### src/rtl/alu_pkg.sv
// Shared types for the ALU operation issue stage: operation codes, ALUOp classes
// and the ALUOp/funct3/funct7 decoder used by the producer side of the ALU interface.
// Pure declarations; no ports, no state.
package alu_pkg;

  // 4-bit operation codes understood by the combinational ALU
  typedef enum logic [3:0] {
    ALU_AND = 4'b0000,
    ALU_OR  = 4'b0001,
    ALU_ADD = 4'b0010,
    ALU_XOR = 4'b0011,
    ALU_SUB = 4'b0110,
    ALU_SLT = 4'b0111,
    ALU_EQ  = 4'b1000
  } alu_op_e;

  // ALUOp classes produced by the main decoder in ID
  localparam logic [1:0] ALUOP_MEM    = 2'b00;  // loads/stores/auipc: address add
  localparam logic [1:0] ALUOP_BRANCH = 2'b01;
  localparam logic [1:0] ALUOP_RTYPE  = 2'b10;
  localparam logic [1:0] ALUOP_ITYPE  = 2'b11;

  localparam logic [6:0] F7_BASE = 7'b0000000;
  localparam logic [6:0] F7_ALT  = 7'b0100000;

  typedef struct packed {
    logic    illegal;
    alu_op_e op;
  } alu_dec_t;

  // Unsupported encodings still produce ADD so the ALU sees a benign operation;
  // the illegal flag travels with the entry for the trap logic downstream.
  function automatic alu_dec_t decode_alu_op(input logic [1:0] alu_op,
                                             input logic [2:0] f3,
                                             input logic [6:0] f7);
    alu_dec_t res;
    res.illegal = 1'b1;
    res.op      = ALU_ADD;
    case (alu_op)
      ALUOP_MEM: begin
        res.illegal = 1'b0;
      end
      ALUOP_BRANCH: begin
        case (f3)
          3'b000, 3'b001: begin res.op = ALU_EQ;  res.illegal = 1'b0; end
          3'b100, 3'b101: begin res.op = ALU_SLT; res.illegal = 1'b0; end
          default: ;
        endcase
      end
      ALUOP_RTYPE: begin
        if (f3 == 3'b000 && f7 == F7_ALT) begin
          res.op      = ALU_SUB;
          res.illegal = 1'b0;
        end else if (f7 == F7_BASE) begin
          case (f3)
            3'b000: begin res.op = ALU_ADD; res.illegal = 1'b0; end
            3'b111: begin res.op = ALU_AND; res.illegal = 1'b0; end
            3'b110: begin res.op = ALU_OR;  res.illegal = 1'b0; end
            3'b100: begin res.op = ALU_XOR; res.illegal = 1'b0; end
            3'b010: begin res.op = ALU_SLT; res.illegal = 1'b0; end
            default: ;
          endcase
        end
      end
      default: begin  // ALUOP_ITYPE: funct7 is part of the immediate, ignored
        case (f3)
          3'b000: begin res.op = ALU_ADD; res.illegal = 1'b0; end
          3'b111: begin res.op = ALU_AND; res.illegal = 1'b0; end
          3'b110: begin res.op = ALU_OR;  res.illegal = 1'b0; end
          3'b100: begin res.op = ALU_XOR; res.illegal = 1'b0; end
          3'b010: begin res.op = ALU_SLT; res.illegal = 1'b0; end
          default: ;
        endcase
      end
    endcase
    return res;
  endfunction

endpackage

### src/rtl/alu_op_issue_stage_if.sv
// Bundle of the ID-facing and EX-facing handshake/data signals of the issue stage.
// master: the issue stage itself (consumes ID beats, produces ALU Operation entries).
// slave:  the environment around it (ID drives inputs, EX drives out_ready).
interface alu_op_issue_stage_if #(
  parameter int DATA_WIDTH    = 32,
  parameter int OPCODE_LENGTH = 4
);
  import alu_pkg::*;

  // ID side
  logic                     in_valid;
  logic                     in_ready;
  logic [1:0]               ALUOp;
  logic [2:0]               Funct3;
  logic [6:0]               Funct7;
  logic [DATA_WIDTH-1:0]    SrcA_in;
  logic [DATA_WIDTH-1:0]    SrcB_in;

  // EX side
  logic                     out_valid;
  logic                     out_ready;
  logic [OPCODE_LENGTH-1:0] Operation;
  logic [DATA_WIDTH-1:0]    SrcA;
  logic [DATA_WIDTH-1:0]    SrcB;
  logic                     illegal;

  modport master (
    input  in_valid, ALUOp, Funct3, Funct7, SrcA_in, SrcB_in, out_ready,
    output in_ready, out_valid, Operation, SrcA, SrcB, illegal
  );

  modport slave (
    output in_valid, ALUOp, Funct3, Funct7, SrcA_in, SrcB_in, out_ready,
    input  in_ready, out_valid, Operation, SrcA, SrcB, illegal
  );

endinterface

### src/rtl/alu_skid_buffer.sv
// Two-entry (main + skid) registered buffer with valid/ready on both sides.
// Latency 1 when empty; full throughput with out_rdy held high.
// Backpressure: in_rdy = !skid valid, registered; flush empties both entries.
// Ports: clk, rst_n, flush | in_vld/in_rdy/in_dat | out_vld/out_rdy/out_dat.
module alu_skid_buffer #(
  parameter int WIDTH = 8
) (
  input  logic             clk,
  input  logic             rst_n,
  input  logic             flush,
  input  logic             in_vld,
  output logic             in_rdy,
  input  logic [WIDTH-1:0] in_dat,
  output logic             out_vld,
  input  logic             out_rdy,
  output logic [WIDTH-1:0] out_dat
);

  logic             main_vld_q, main_vld_d;
  logic             skid_vld_q, skid_vld_d;
  logic [WIDTH-1:0] main_dat_q, main_dat_d;
  logic [WIDTH-1:0] skid_dat_q, skid_dat_d;
  logic             accept;
  logic             consume;

  // in_rdy comes straight from a flop, so ID never sees a combinational path
  // from out_rdy.
  assign in_rdy  = !skid_vld_q;
  assign out_vld = main_vld_q;
  assign out_dat = main_dat_q;

  assign accept  = in_vld && !skid_vld_q;
  assign consume = main_vld_q && out_rdy;

  always_comb begin
    main_vld_d = main_vld_q;
    skid_vld_d = skid_vld_q;
    main_dat_d = main_dat_q;
    skid_dat_d = skid_dat_q;
    if (flush) begin
      // Data registers are left alone; only the valid bits are cleared.
      main_vld_d = 1'b0;
      skid_vld_d = 1'b0;
    end else if (skid_vld_q) begin
      // Skid only fills while main is held, so main is valid here and no
      // accept is possible; a consume promotes the skid entry.
      if (consume) begin
        main_dat_d = skid_dat_q;
        main_vld_d = 1'b1;
        skid_vld_d = 1'b0;
      end
    end else if (!main_vld_q || consume) begin
      main_vld_d = accept;
      if (accept) begin
        main_dat_d = in_dat;
      end
    end else if (accept) begin
      skid_dat_d = in_dat;
      skid_vld_d = 1'b1;
    end
  end

  always_ff @(posedge clk or negedge rst_n) begin
    if (!rst_n) begin
      main_vld_q <= 1'b0;
      skid_vld_q <= 1'b0;
      main_dat_q <= '0;
      skid_dat_q <= '0;
    end else begin
      main_vld_q <= main_vld_d;
      skid_vld_q <= skid_vld_d;
      main_dat_q <= main_dat_d;
      skid_dat_q <= skid_dat_d;
    end
  end

endmodule

### src/rtl/alu_op_issue_stage.sv
// Decodes ALUOp/funct3/funct7 into the ALU operation code and issues it with SrcA/SrcB.
// Latency 1 cycle when empty; one entry per cycle sustained.
// Backpressure: 2-entry skid buffer, in_ready registered; flush drops everything.
// Ports: clk, rst_n (async, active-low), flush, bus (master view of the issue interface).
module alu_op_issue_stage
  import alu_pkg::*;
#(
  parameter int DATA_WIDTH    = 32,
  parameter int OPCODE_LENGTH = 4
) (
  input  logic                 clk,
  input  logic                 rst_n,
  input  logic                 flush,
  alu_op_issue_stage_if.master bus
);

  // Entry layout: {illegal, Operation, SrcA, SrcB}
  localparam int WIDTH = 1 + OPCODE_LENGTH + 2 * DATA_WIDTH;

  alu_dec_t                 dec;
  logic [OPCODE_LENGTH-1:0] op_code;
  logic [WIDTH-1:0]         in_dat;
  logic [WIDTH-1:0]         out_dat;

  always_comb dec = decode_alu_op(bus.ALUOp, bus.Funct3, bus.Funct7);

  assign op_code = OPCODE_LENGTH'(dec.op);
  assign in_dat  = {dec.illegal, op_code, bus.SrcA_in, bus.SrcB_in};

  alu_skid_buffer #(
    .WIDTH (WIDTH)
  ) u_skid (
    .clk     (clk),
    .rst_n   (rst_n),
    .flush   (flush),
    .in_vld  (bus.in_valid),
    .in_rdy  (bus.in_ready),
    .in_dat  (in_dat),
    .out_vld (bus.out_valid),
    .out_rdy (bus.out_ready),
    .out_dat (out_dat)
  );

  assign {bus.illegal, bus.Operation, bus.SrcA, bus.SrcB} = out_dat;

endmodule

### src/flat_wrapper.sv
// flat-port wrapper written by rule: the top's interface ports become plain ports
module alu_op_issue_stage_flat import alu_pkg::*;
#(
  parameter int DATA_WIDTH    = 32,
  parameter int OPCODE_LENGTH = 4
)
  (clk, rst_n, flush, bus_in_valid, bus_ALUOp, bus_Funct3, bus_Funct7, bus_SrcA_in, bus_SrcB_in, bus_out_ready, bus_in_ready, bus_out_valid, bus_Operation, bus_SrcA, bus_SrcB, bus_illegal);
  alu_op_issue_stage_if #(.DATA_WIDTH(DATA_WIDTH), .OPCODE_LENGTH(OPCODE_LENGTH)) bus_i ();
  input  logic clk;
  input  logic rst_n;
  input  logic flush;
  input wire logic [$bits(bus_i.in_valid)-1:0] bus_in_valid;
  input wire logic [$bits(bus_i.ALUOp)-1:0] bus_ALUOp;
  input wire logic [$bits(bus_i.Funct3)-1:0] bus_Funct3;
  input wire logic [$bits(bus_i.Funct7)-1:0] bus_Funct7;
  input wire logic [$bits(bus_i.SrcA_in)-1:0] bus_SrcA_in;
  input wire logic [$bits(bus_i.SrcB_in)-1:0] bus_SrcB_in;
  input wire logic [$bits(bus_i.out_ready)-1:0] bus_out_ready;
  output wire logic [$bits(bus_i.in_ready)-1:0] bus_in_ready;
  output wire logic [$bits(bus_i.out_valid)-1:0] bus_out_valid;
  output wire logic [$bits(bus_i.Operation)-1:0] bus_Operation;
  output wire logic [$bits(bus_i.SrcA)-1:0] bus_SrcA;
  output wire logic [$bits(bus_i.SrcB)-1:0] bus_SrcB;
  output wire logic [$bits(bus_i.illegal)-1:0] bus_illegal;
  assign bus_i.in_valid = bus_in_valid;
  assign bus_i.ALUOp = bus_ALUOp;
  assign bus_i.Funct3 = bus_Funct3;
  assign bus_i.Funct7 = bus_Funct7;
  assign bus_i.SrcA_in = bus_SrcA_in;
  assign bus_i.SrcB_in = bus_SrcB_in;
  assign bus_i.out_ready = bus_out_ready;
  assign bus_in_ready = bus_i.in_ready;
  assign bus_out_valid = bus_i.out_valid;
  assign bus_Operation = bus_i.Operation;
  assign bus_SrcA = bus_i.SrcA;
  assign bus_SrcB = bus_i.SrcB;
  assign bus_illegal = bus_i.illegal;
  alu_op_issue_stage #(.DATA_WIDTH(DATA_WIDTH), .OPCODE_LENGTH(OPCODE_LENGTH)) u_core (.clk(clk), .rst_n(rst_n), .flush(flush), .bus(bus_i));
endmodule
### config.mk
export PLATFORM = sky130hd
export DESIGN_NAME = alu_op_issue_stage_flat
export DESIGN_NICKNAME = d
export VERILOG_FILES = /design/src/rtl/alu_pkg.sv /design/src/rtl/alu_op_issue_stage_if.sv /design/src/rtl/alu_skid_buffer.sv /design/src/rtl/alu_op_issue_stage.sv /design/src/flat_wrapper.sv
export SDC_FILE = /design/constraint.sdc
export NUM_CORES = 1
export LEC_CHECK = 0
export BUFFER_PORTS_ARGS = -buffer_cell sky130_fd_sc_hd__buf_4
export CORE_ASPECT_RATIO = 1.4
export CORE_MARGIN = 4
export CORE_UTILIZATION = 50
export CTS_CLUSTER_DIAMETER = 30
export DETAILED_ROUTE_END_ITERATION = 7
export GPL_TIMING_DRIVEN = 0
export PLACE_DENSITY = 0.87
export SLEW_MARGIN = 20
export SYNTH_ARGS = -nofsm -noshare
export SYNTH_HDL_FRONTEND = slang
export SYNTH_SLANG_ARGS = --single-unit
### constraint.sdc
create_clock -name clk -period 2.2 [get_ports clk]
set_clock_uncertainty 0.1 [all_clocks]
set_input_delay 0.33 -clock clk [delete_from_list [all_inputs] [get_ports clk]]
set_output_delay 0.33 -clock clk [all_outputs]
set_load 0.01 [all_outputs]
## Word level (Yosys, flattened, before mapping)

Cells that the tools add are included.

| cells by class | value |
|---|---|
| muxes and demuxes | 19 |
| $lt $le $gt $ge | 0 |
| reductions and logical operators | 17 |
| div/mod/pow operators | 0 |
| $mul | 0 |
| bitwise operators | 3 |
| shifts and indexed selects | 0 |
| add/sub/neg operators | 0 |
| equality and inequality tests | 11 |

Operators by type and width:

| cell | number |
|---|---|
| 2-to-1 mux 69 bit | 4 |
| case mux 5 bit (5 select lines) | 1 |
| == test 3 bit, second input constant | 4 |
| case mux 4 bit (3 select lines) | 1 |
| 2-to-1 mux 5 bit | 2 |
| case mux 5 bit (2 select lines) | 1 |
| 2-to-1 mux 1 bit | 9 |
| AND reduction 4 bit | 2 |
| == test 7 x 6 -> 1 bit, second input constant | 1 |
| zero test 7 bit | 1 |
| nonzero test 2 bit | 2 |
| OR reduction 2 bit | 2 |
| == test 3 x 1 -> 1 bit, second input constant | 1 |
| == test 3 x 2 -> 1 bit, second input constant | 1 |
| logical AND 1 bit | 3 |
| zero test 3 bit | 1 |
| != test 3 x 2 -> 1 bit, second input constant | 1 |
| inverter 1 bit | 3 |
| case mux 1 bit (3 select lines) | 1 |
| nonzero test 3 bit | 1 |
| == test 2 x 1 -> 1 bit, second input constant | 1 |
| == test 2 bit, second input constant | 1 |
| zero test 1 bit | 2 |
| zero test 2 bit | 1 |
| other kinds (3) | 3 |

| storage, ports and cells | value |
|---|---|
| word-level logic and storage cells | 54 |
| latch bits | 0 |
| RAM bits | 0 |
| bits in read-only memories | 0 |
| flip-flop bits (word level) | 140 |
| memories | 0 |

## Logic depth before layout (Yosys ltp)

| logic depth | value |
|---|---|
| word-level depth | 8 |
| gate-level depth with buffers | 7 |
| depth with buffers taken out | 5 |

## By module

Synthesis repeated with hierarchy kept, for this count alone.

| unflattened totals | value |
|---|---|
| cell total of the unflattened synthesis | 408 |
| area total of the unflattened synthesis | 6271.0 um2 |

Modules (own cells, without submodules):

| module | times used | cells an instance | area each (um2) |
|---|---|---|---|
| alu_skid_buffer | 1 | 378 | 6063.3 |
| alu_op_issue_stage | 1 | 30 | 207.7 |

## Least setup slack after synthesis

OpenSTA, ideal clock, no wires.

| timing | value |
|---|---|
| kind | reg-to-reg |
| start | register u_core.u_skid.skid_vld_q |
| end | register u_core.u_skid.skid_dat_q[10] |
| data arrival time | 1.557 ns |
| period minus slack after synthesis | 1.782 ns |
| cell stages (with the launch flop) | 7 |
| setup slack | 0.418 ns |
| path buffers | 3 |
| path through | dfrtp_1 -> clkbuf_1 -> nand2b_4 -> or3_1 -> buf_6 -> buf_6 -> mux2_4 |

| on the way | value |
|---|---|
| longest elaborated chain between the ends | 3 |
| elaborated cells on any way between the ends | 4 |
| classes of those cells | 1 x bitwise; 3 x reduce/logical |

Ends and longest elaborated chain:

| item | line | text |
|---|---|---|
| from (decl) | alu_skid_buffer.sv:20 | `logic skid_vld_q, skid_vld_d;` |
| from (signal assigned) | alu_skid_buffer.sv:71 | `skid_vld_q <= skid_vld_d;` |
| zero test 1 bit | alu_skid_buffer.sv:32 | `assign accept = in_vld && !skid_vld_q;` |
| logical AND 1 bit | alu_skid_buffer.sv:32 |  |
| AND reduction 4 bit (no source line) * | n/a |  |
| to (signal assigned) | alu_skid_buffer.sv:73 | `skid_dat_q <= skid_dat_d;` |
| to (decl) | alu_skid_buffer.sv:22 | `logic [WIDTH-1:0] skid_dat_q, skid_dat_d;` |

Every way passes the cells marked *; elsewhere a longest branch is shown, timed or not.
A chain may end at the register's enable or synchronous reset.

## Final worst setup path

| timing | value |
|---|---|
| start | input bus_out_ready |
| end | register u_core.u_skid.skid_dat_q[29] |

| on the way | value |
|---|---|
| longest elaborated chain between the ends | 4 |

Ends and longest elaborated chain:

| item | line | text |
|---|---|---|
| from (decl) | flat_wrapper.sv:18 | `input wire logic [$bits(bus_i.out_ready)-1:0] bus_out_ready;` |
| logical AND 1 bit | alu_skid_buffer.sv:33 | `assign consume = main_vld_q && out_rdy;` |
| logical OR 1 bit | alu_skid_buffer.sv:52 | `end else if (!main_vld_q \|\| consume) begin` |
| inverter 1 bit (no source line) | n/a |  |
| AND reduction 4 bit (no source line) | n/a |  |

No other way between the ends.

==> metrics list <==
- Wire length of the first global-routing pass: 24.7 mm
- Total met3 wirelength after detailed routing: 776 µm
* Num CTS Buffers: 17
- The startpoint identified for the worst register-to-register timing path is u_core.u_skid.skid_vld_q.
- Setup repair after global routing missed its margin: no
- In the synthesized netlist the async set-or-reset flop fraction comes to 100%.
- # H-tree levels: 4
- M1 WL: 6.02 mm
- R2R depth: 7
- The initial utilization of the core area, before any placement, comes to 50.8%.
- The worst-case IR drop observed on VDD is 0.000438 V.
- Iter 0 DRT Violations: 181
* Vias per std cell: 5.41
- Synthesized cell area: 6220 µm²
* Crit end category: flop
* Global placement routability congestion: 0.844
- Total wire length: 15.2 mm
- Total number of vias: 4477
* Worst hold path type: in -> reg
* Critical Path End: u_core.u_skid.skid_dat_q[29]
* Clk sink count: 140
- Clk Tree Root Cell: sky130_fd_sc_hd__clkbuf_16
- Final net count: 746
- In this run the worst path has a maximum fanout of 10.
- TritonCTS clock tree: yes
- Global routing consumed, over all layers together, 22.0% of the routing resources.
- The worst setup path is launched from an input pin.
- The number of slew-limit violations in the final report is 0.
* Area growth from synthesis to final layout: 31.9%
- Cells with a size suffix above 1 make up 40.4% of the layout.
- Global-route congestion overflow total: 0
* Final critical delay including setup and external delays: 1.96 ns
- Number of global-route vias before repair: 4860
- In this run the remaining antenna-violating nets after routing total 0.
* Antenna diode count: 0
- The initial antenna violation count is 0.
* Final Setup Violations: 0
- Total of max-cap violations: 0
- Slew headroom: 49.6%
* Most instantiated flip-flop cell in the synthesis netlist: sky130_fd_sc_hd__dfrtp_1
* Average size of a mapped cell: 12.7 µm²
- Placeable core region: 12300 µm²
* Fmax achieved: 0.510 GHz
- STA puts the critical path data required time at 2.39 ns.
- Die W: 102 µm
* Pin slew with the least headroom to its limit: 0.757 ns
* Post-DR wirelength/cell: 18.3 µm
- Number of unique standard cell types used by synthesis: 34
- Port Buffers: 151
* Result of the run: complete, no violations
* Fin Setup TNS: 0 ns
* Warning count from the yosys run: 0
* Number of cells produced by synthesis: 490
- Before antenna repair, the detailed router went through 4 iterations.
* Pin count of the biggest net entering global routing: 73
- Yosys reg bits: 140
* Count of flip-flops with a built-in enable after synthesis: 0
* Clock latency of the later-clocked register in the worst-skew pair: 0.41 ns
- Final Cycle Share: 89.1%
* Post-CTS clock slew at the launch and capture registers of the worst setup and hold paths: 0.06 ns
* Startpoint of the most critical setup path: bus_out_ready
- Detailed routing placed a total of 7.91 mm of wire on met2.
- The initialized floorplan defines 48 standard-cell rows.
- Die Span Y: 140 µm
* Critical Path AT: 2.15 ns
* DRC Markers: 0
- Overall die area: 14300 µm²
- Detailed placement ended at an HPWL of 10.8 mm.
- Leak: 3.87 nW
- The setup check on the worst reg-to-reg path leaves a slack of 0.25 ns.
- In this run the most critical hold path is launched from flush.
* Number of nets in the synthesized netlist: 571
- Reg2reg end: u_core.u_skid.out_dat[10]
- Post-route core utilization: 67.0%
* Max layer used: met4
- In this run the deepest clock path goes through 2 buffers.
* Count of endpoints failing hold in the final timing report: 0
* Power density relative to cell area: 1040 nW/µm²
- Summing the sequential cell areas from Yosys gives 56.3% of the chip area.
* CP Class: in -> reg
* Top-level I/O count: 152
cell type report:
cell class	instances	area (µm²)
Timing Repair Buffer	157	1210
Inverter	2	7.51
Tap cell	150	188
Clock buffer	20	447
Fill cell	912	4040
Multi-Input combinational cell	317	2520
Clock inverter	12	140
Sequential cell	140	3500
Buffer	30	189
stage by stage:
step | hold slack, ns | total power [mW] | instances | setup WS, ns | area [µm²]
after floorplan | -0.0656 | 4.75 | 490 | 0.418 | 6220
after global placement | 0.359 | 5.55 | 791 | 0.0329 | 7550
after detailed placement | 0.221 | 5.70 | 792 | 0.0120 | 7580
after CTS | 0.00447 | 8.57 | 828 | 0.220 | 8200
after global routing | 0.0181 | 8.91 | 828 | 0.0391 | 8210
final | 0.0364 | 8.50 | 828 | 0.241 | 8210
worst max-delay path: stages:
cell,delay (ns)
sky130_fd_sc_hd__dlygate4sd3_1,0.54
sky130_fd_sc_hd__buf_4,0.14
sky130_fd_sc_hd__nand2b_1,0.15
sky130_fd_sc_hd__or3_1,0.33
sky130_fd_sc_hd__buf_6,0.18
sky130_fd_sc_hd__buf_6,0.17
sky130_fd_sc_hd__mux2_4,0.31
layer usage:
layer  up-vias  global-route usage (%)
met1      2239                    27.0
li1       2062                       -
met2       146                    36.7
met4         0                    8.85
met3        30                    5.58
met5         -                       0
cells in the mapped netlist (2+ instances only):
| master | n | area (µm²) |
|---|---|---|
| sky130_fd_sc_hd__o21ai_0 | 7 | 35.0 |
| sky130_fd_sc_hd__nand2b_1 | 2 | 12.5 |
| sky130_fd_sc_hd__nor2b_1 | 2 | 12.5 |
| sky130_fd_sc_hd__o31ai_1 | 2 | 15.0 |
| sky130_fd_sc_hd__buf_6 | 8 | 90.1 |
| sky130_fd_sc_hd__nor2_1 | 72 | 270 |
| sky130_fd_sc_hd__clkbuf_1 | 10 | 37.5 |
| sky130_fd_sc_hd__dfrtp_1 | 140 | 3500 |
| sky130_fd_sc_hd__a21oi_1 | 73 | 365 |
| sky130_fd_sc_hd__mux2i_1 | 64 | 641 |
| sky130_fd_sc_hd__inv_1 | 2 | 7.51 |
| sky130_fd_sc_hd__nand2_1 | 11 | 41.3 |
| sky130_fd_sc_hd__nor4_1 | 2 | 12.5 |
| sky130_fd_sc_hd__buf_2 | 12 | 60.1 |
| sky130_fd_sc_hd__mux2_4 | 62 | 931 |
| sky130_fd_sc_hd__mux2_2 | 3 | 33.8 |
where the power goes:
part           switching (mW)  internal (mW)  leakage [nW]
combinational           0.813           1.18          1.97
sequential              0.416           3.26          1.64
clock                    1.12           1.71         0.265
cells in the final DEF, fill, tap and decap left out, types with 2 or more instances in the layout:
cell and n:
sky130_fd_sc_hd__mux2i_1 64, sky130_fd_sc_hd__clkbuf_1 10, sky130_fd_sc_hd__dfrtp_1 140, sky130_fd_sc_hd__a21oi_1 73, sky130_fd_sc_hd__inv_6 2, sky130_fd_sc_hd__nand2_1 11
sky130_fd_sc_hd__nand2b_1 2, sky130_fd_sc_hd__bufinv_16 2, sky130_fd_sc_hd__buf_2 12, sky130_fd_sc_hd__clkinv_4 2, sky130_fd_sc_hd__nor2b_1 2, sky130_fd_sc_hd__clkbuf_16 17
sky130_fd_sc_hd__mux2_4 62, sky130_fd_sc_hd__o21ai_0 7, sky130_fd_sc_hd__nor2_1 72, sky130_fd_sc_hd__clkinvlp_4 6, sky130_fd_sc_hd__inv_1 2, sky130_fd_sc_hd__buf_6 8
sky130_fd_sc_hd__buf_4 153, sky130_fd_sc_hd__nor4_1 2, sky130_fd_sc_hd__o31ai_1 2, sky130_fd_sc_hd__dlygate4sd3_1 2, sky130_fd_sc_hd__mux2_2 3
flip-flops by register name (all words and copies together) (netlist names):
signal                    cells
u_core.u_skid.skid_vld_q      1
u_core.u_skid.skid_dat_q     69
u_core.u_skid.out_dat        69
u_core.u_skid.out_vld         1
repair_timing:
action / in CTS / in global routing
hold endpoints to repair: 68 / 1
gates resized for setup: 1 / 0
hold buffers: 1 / 1
buffers inserted: 3 / 0
pin swaps: 1 / 0
endpoints found under the setup margin: 11 / 4
kinds of logic (layout without fill, tap and decap cells):
kind of cell | after synthesis | count (layout) | share of synthesized area, %
compound gates | 91 | 91 | 8.20
simple gates | 97 | 97 | 6.53
buf+inv | 33 | 221 | 3.20
mux | 129 | 129 | 25.8
flops | 140 | 140 | 56.3
how the worst min path moves through the flow:
stage	end	cells after the start
2_1_floorplan	u_core.u_skid.out_dat[0]	0
3_3_place_gp	u_core.u_skid.skid_dat_q[66]	2
3_5_place_dp	u_core.u_skid.skid_dat_q[6]	1
4_1_cts	u_core.u_skid.skid_vld_q	2
5_1_grt	u_core.u_skid.skid_vld_q	2
6_report	u_core.u_skid.skid_vld_q	2
Power figures use the tool's default switching activity.
